===== src/rtl/dcf77_clock_v2.sv =====
// dcf77_clock_v2: free-running BCD calendar clock disciplined by DCF77 minute
// frames, with plausibility filtering, leap-second insertion and holdover status.
module dcf77_clock_v2 #(
  parameter int TICKS_PER_SEC = 100,
  parameter int SYNC_PRESET   = 7,
  parameter int HOLDOVER_S    = 86400
) (
  input  logic       clk,
  input  logic       rst_n,
  input  logic       clk_en,
  input  logic       dcf77_sync,
  input  logic [7:0] dcf77_year,
  input  logic [7:0] dcf77_month,
  input  logic [7:0] dcf77_day,
  input  logic [2:0] dcf77_day_of_week,
  input  logic [7:0] dcf77_hour,
  input  logic [7:0] dcf77_minute,
  input  logic       dcf77_leap_announce,
  output logic [7:0] year,
  output logic [7:0] month,
  output logic [7:0] day,
  output logic [2:0] day_of_week,
  output logic [7:0] hour,
  output logic [7:0] minute,
  output logic [7:0] second,
  output logic       second_tick,
  output logic       synced,
  output logic       sync_rejected
);

  localparam int TICK_W = (TICKS_PER_SEC > 1) ? $clog2(TICKS_PER_SEC) : 1;
  localparam int HOLD_W = $clog2(HOLDOVER_S + 1);
  localparam logic [TICK_W-1:0] TICK_LAST   = TICK_W'(TICKS_PER_SEC - 1);
  localparam logic [TICK_W-1:0] TICK_PRESET = TICK_W'(SYNC_PRESET);
  localparam logic [HOLD_W-1:0] HOLD_MAX    = HOLD_W'(HOLDOVER_S);

  function automatic logic [6:0] bcd2bin(input logic [7:0] v);
    return 7'(v[7:4]) * 7'd10 + 7'(v[3:0]);
  endfunction

  function automatic logic bcd_ok(input logic [7:0] v);
    return (v[7:4] <= 4'd9) && (v[3:0] <= 4'd9);
  endfunction

  function automatic logic [7:0] bcd_inc(input logic [7:0] v);
    if (v[3:0] == 4'd9) return {v[7:4] + 4'd1, 4'd0};
    else                return {v[7:4], v[3:0] + 4'd1};
  endfunction

  // year = 10*t + o, so year mod 4 = (2*t + o) mod 4
  function automatic logic is_leap(input logic [7:0] y);
    return (2'({y[4], 1'b0}) + y[1:0]) == 2'd0;
  endfunction

  function automatic logic [4:0] month_days(input logic [6:0] mon, input logic leap);
    case (mon)
      7'd2:                    return leap ? 5'd29 : 5'd28;
      7'd4, 7'd6, 7'd9, 7'd11: return 5'd30;
      default:                 return 5'd31;
    endcase
  endfunction

  logic [TICK_W-1:0] tick_cnt;
  logic [HOLD_W-1:0] hold_cnt;
  logic              leap_pending;

  logic [6:0] in_month_bin, in_day_bin, in_hour_bin, in_minute_bin;
  logic       plausible, accept, reject, last_tick, advance;

  always_comb begin
    in_month_bin  = bcd2bin(dcf77_month);
    in_day_bin    = bcd2bin(dcf77_day);
    in_hour_bin   = bcd2bin(dcf77_hour);
    in_minute_bin = bcd2bin(dcf77_minute);
    plausible = bcd_ok(dcf77_year) && bcd_ok(dcf77_month) && bcd_ok(dcf77_day) &&
                bcd_ok(dcf77_hour) && bcd_ok(dcf77_minute) &&
                (in_month_bin >= 7'd1) && (in_month_bin <= 7'd12) &&
                (in_hour_bin <= 7'd23) && (in_minute_bin <= 7'd59) &&
                (dcf77_day_of_week != 3'd0) && (in_day_bin >= 7'd1) &&
                (in_day_bin <= {2'b00, month_days(in_month_bin, is_leap(dcf77_year))});
    accept    = clk_en && dcf77_sync && plausible;
    reject    = clk_en && dcf77_sync && !plausible;
    last_tick = (tick_cnt == TICK_LAST);
    advance   = clk_en && last_tick && !accept;
  end

  logic       leap_insert, min_carry, hour_carry, day_carry, month_carry, year_carry;
  logic [7:0] year_nxt, month_nxt, day_nxt, hour_nxt, minute_nxt, second_nxt;
  logic [2:0] dow_nxt;

  // Full carry chain resolved combinationally so one tick can roll every field.
  always_comb begin
    leap_insert = leap_pending && (minute == 8'h59) && (second == 8'h59);
    min_carry   = (second == 8'h60) || ((second == 8'h59) && !leap_insert);
    hour_carry  = min_carry && (minute == 8'h59);
    day_carry   = hour_carry && (hour == 8'h23);
    month_carry = day_carry &&
                  ({2'b00, month_days(bcd2bin(month), is_leap(year))} == bcd2bin(day));
    year_carry  = month_carry && (month == 8'h12);

    second_nxt = leap_insert ? 8'h60 : (min_carry ? 8'h00 : bcd_inc(second));
    minute_nxt = minute;
    hour_nxt   = hour;
    day_nxt    = day;
    dow_nxt    = day_of_week;
    month_nxt  = month;
    year_nxt   = year;
    if (min_carry)  minute_nxt = hour_carry ? 8'h00 : bcd_inc(minute);
    if (hour_carry) hour_nxt   = day_carry ? 8'h00 : bcd_inc(hour);
    if (day_carry) begin
      day_nxt = month_carry ? 8'h01 : bcd_inc(day);
      dow_nxt = (day_of_week == 3'd7) ? 3'd1 : day_of_week + 3'd1;
    end
    if (month_carry) month_nxt = year_carry ? 8'h01 : bcd_inc(month);
    if (year_carry)  year_nxt  = (year == 8'h99) ? 8'h00 : bcd_inc(year);
  end

  always_ff @(posedge clk or negedge rst_n) begin
    if (!rst_n) begin
      year          <= 8'h00;
      month         <= 8'h01;
      day           <= 8'h01;
      day_of_week   <= 3'd1;
      hour          <= 8'h00;
      minute        <= 8'h00;
      second        <= 8'h00;
      tick_cnt      <= '0;
      hold_cnt      <= '0;
      leap_pending  <= 1'b0;
      synced        <= 1'b0;
      second_tick   <= 1'b0;
      sync_rejected <= 1'b0;
    end else begin
      second_tick   <= advance;
      sync_rejected <= reject;
      if (accept) begin
        year         <= dcf77_year;
        month        <= dcf77_month;
        day          <= dcf77_day;
        day_of_week  <= dcf77_day_of_week;
        hour         <= dcf77_hour;
        minute       <= dcf77_minute;
        second       <= 8'h00;
        tick_cnt     <= TICK_PRESET;
        hold_cnt     <= '0;
        synced       <= 1'b1;
        leap_pending <= dcf77_leap_announce;
      end else if (clk_en) begin
        tick_cnt <= last_tick ? '0 : tick_cnt + TICK_W'(1);
        if (last_tick) begin
          year        <= year_nxt;
          month       <= month_nxt;
          day         <= day_nxt;
          day_of_week <= dow_nxt;
          hour        <= hour_nxt;
          minute      <= minute_nxt;
          second      <= second_nxt;
          if (second == 8'h60) leap_pending <= 1'b0;
          if (hold_cnt != HOLD_MAX) begin
            hold_cnt <= hold_cnt + HOLD_W'(1);
            if (hold_cnt + HOLD_W'(1) == HOLD_MAX) synced <= 1'b0;
          end
        end
      end
    end
  end

endmodule


===== config.mk =====
export PLATFORM = sky130hd
export DESIGN_NAME = dcf77_clock_v2
export DESIGN_NICKNAME = d
export VERILOG_FILES = /design/src/rtl/dcf77_clock_v2.sv
export SDC_FILE = /design/constraint.sdc
export NUM_CORES = 1
export LEC_CHECK = 0
export BUFFER_PORTS_ARGS = -buffer_cell sky130_fd_sc_hd__buf_2
export CORE_UTILIZATION = 63
export CTS_CLUSTER_DIAMETER = 120
export CTS_CLUSTER_SIZE = 24
export DETAILED_ROUTE_END_ITERATION = 8
export PLACE_DENSITY = 0.87
export SLEW_MARGIN = 15
export SYNTH_ARGS = -nofsm -noshare
export SYNTH_HDL_FRONTEND = slang
export SYNTH_SLANG_ARGS = --single-unit

===== constraint.sdc =====
create_clock -name clk -period 7.2 [get_ports clk]
set_input_delay 0.72 -clock clk [delete_from_list [all_inputs] [get_ports clk]]
set_output_delay 0.72 -clock clk [all_outputs]
set_load 0.005 [all_outputs]

==> impl_metrics.tcl <==
set metrics [dict create \
    maxSlewViolCount 0 \
    hpwl_microns 13500 \
    gp_congestion 0.963 \
    postPlaceCellArea_sq_um 7340 \
    fin_skew_ns 0.0135 \
    antenna_found_initial 0 \
    yosysSeqAreaShare_pct 29.3 \
    synth_area_per_cell_sq_um 8.63 \
    synthXorXnorAreaFrac_pct 5.31 \
    grt_max_degree 80 \
    critPathLaunchType "primary input" \
    num_vias 6514 \
    fin_util_pct 72.9 \
    yosys.area_share.adder_pct 16.0 \
    n_antenna_cell 0 \
    viasPerCell 6.42 \
    synth_compound_area_share_pct 17.5 \
    setup_ws_ns 1.95 \
    status "finished, final reports clean" \
    dieArea_sq_um 11100 \
    drive_gt1_share_pct 17.2 \
    async_flop_share_pct 100 \
    fp.coreArea_sq_um 10400 \
    synth-edff-count 0 \
    grt_pass1_wl_microns 29900 \
    syn2layout_area_growth_pct 11.8 \
    tritoncts "done" \
    clk_pin_slew_ns 0.10 \
    rsz0062_at_grt "no" \
    die_w_microns 106 \
    design_area_sq_um 7560 \
    stdcell_count 1014 \
    irDropWorstVdd_uv 108 \
    setup_viol 0 \
    synth_cells 783 \
    cap_violations 0 \
    path_class "primary input to flip-flop" \
    cts_setup_buffers 0 \
    leakagePower_nw 3.57 \
    arrival_ns 5.55 \
    grt_pass1_vias 6390 \
    required_ns 7.51 \
    drt_wl_total_microns 17800 \
    maxSlewHeadroom_pct 16.3 \
    synth_largest_area_cell "dfrtp_1" \
    cts_resized 0 \
    port_buffers 101 \
    clk-insertion-delay-late_ns 0.38 \
    period_minus_slack_ns 5.25 \
    finalHoldViolCount 0 \
    io_pins 102 \
    rr_worst_depth 12 \
    yosysWarnings 0 \
    synth_common_cells "nor2_1 (93), dfrtp_1 (76), ha_1 (67)" \
    synth_top_family_by_area "simple AND/OR/NAND/NOR gates" \
    rows 37 \
    post_synth_mux_area_share_pct 3.05 \
    max_freq_mhz 191 \
    cp-end-kind "flip-flop" \
    cp_max_fo 42 \
    synthMostInstantiatedCell "nor2_1" \
    netlist_top_cells_area "dfrtp_1 (28%), ha_1 (12%), nor2_1 (5.2%)" \
    clock-sinks 79 \
    hp-class "primary input to async pin" \
    nets 1000 \
    p_per_area_nw_per_um2 135 \
    grt.total_usage_pct 33.4 \
    numCtsBuffers 9 \
    cts_root_buf "clkbuf_8" \
    h-tree-depth 3 \
    min_period_over_period_pct 72.8 \
    hold_buffers 0 \
    synth-main-ff-cell "dfrtp_1" \
    dp.cells 997 \
    drtIter0Drc 494 \
    syn_area_sq_um 6760 \
    tns_ns 0 \
    worst_pin_slew_ns 1.24 \
    synth-seq-cells 79 \
    overflow 0 \
    drc 0 \
    synth_nets 910 \
    die_height_microns 106 \
    pre_cts_ws_ns 1.66 \
    yosysTopAreaCellShare_pct 28.1 \
    drtAntennaViolNets 0 \
    wl_per_cell_microns 17.6 \
    cts_buffer_depth 2 \
    initial_utilization_pct 65.2 \
    synthDistinctLibCells 84 \
    synth-simple-area-share_pct 25.3 \
    drtPass1Iterations 6 \
]
## placed cells by master (no fill, tap or decap), drive strengths merged, types with 9 or more instances in the layout
master / count
nor4: 10
xnor2: 18
nor3: 30
o21a: 10
mux2i: 15
buf: 103
nand2: 64
nand2b: 9
nor2: 93
o21ai: 35
a21oi: 64
nand4: 16
inv: 40
dfrtp: 76
xor2: 23
clkbuf: 10
and3: 10
nand3: 34
fa: 12
ha: 67
## worst max-delay path, cell delays in order
cell	delay, ns
buf_2	0.14
ha_1	0.30
ha_1	0.21
fa_1	0.38
xor2_1	0.24
nand3_1	0.11
nor3_1	0.26
or2_2	0.18
and3_1	0.15
ha_1	0.23
nor2b_1	0.14
o2111a_1	0.22
a211oi_1	0.20
o22ai_1	0.16
nor4_2	0.55
nand2_2	0.55
buf_4	0.46
o311ai_0	0.15
o21a_1	0.19
## report_power, final
part | internal, mW | switching (mW)
clock | 0.168 | 0.193
sequential | 0.462 | 0.0196
combinational | 0.0742 | 0.102
total | 0.704 | 0.314
## metrics by stage
step	hold slack [ns]	power (mW)
floorplan	0.424	0.598
global placement	0.493	0.652
detailed placement	0.506	0.663
CTS	0.526	1.02
global route	0.557	1.06
finish	0.506	1.02
## path summary, 6_finish.rpt
kind / start / endpoint / slack [ns]
worst min register to register: leap_pending$_DFFE_PN0P_ / leap_pending$_DFFE_PN0P_ / 0.52
min in group clk: leap_pending$_DFFE_PN0P_ / leap_pending$_DFFE_PN0P_ / 0.52
worst min-delay path: rst_n / hold_cnt[3]$_DFFE_PN0P_ / 0.51
max in group asynchronous: rst_n / sync_rejected$_DFF_PN0_ / 6.04
worst max register to register: month[5]$_DFFE_PN0P_ / day[4]$_DFFE_PN0P_ / 3.27
worst max-delay path: dcf77_month[5] / minute[1]$_DFFE_PN0P_ / 1.95
## per-layer routing
metal / track usage, % / share of wire, % / up-vias
met5: 0 / 0 / -
met4: 17.8 / 4.0 / 0
met3: 5.50 / 8.1 / 66
met2: 56.9 / 49 / 346
met1: 40.5 / 39 / 3076
li1: - / - / 3026
## flip-flops by register name (all words and copies together), names as in the netlist
| register | flops |
|---|---|
| sync_rejected | 1 |
| synced | 1 |
| day_of_week | 3 |
| minute | 8 |
| tick_cnt | 7 |
| second | 8 |
| hour | 8 |
| month | 8 |
| leap_pending | 1 |
| hold_cnt | 17 |
| year | 8 |
| day | 8 |
| second_tick | 1 |
## final cells by class
class,count,area [sq um]
fillers,782,2810
inverters,35,131
multi-input cells,644,4540
flip-flops and latches,79,1980
repair buffers,104,531
clock buffers,9,124
well taps,136,170
clock inverters,7,83.8
## cell families after synthesis
| group | count (synthesis) |
|---|---|
| and+or+nand+nor | 324 |
| AOI/OAI and AO/OA | 180 |
| adders and majority gates | 79 |
| DFF | 79 |
| buffers and inverters | 60 |
| xor gates and xnor gates | 41 |
| muxes | 20 |
Note: power is estimated with default switching activity, not from simulation.
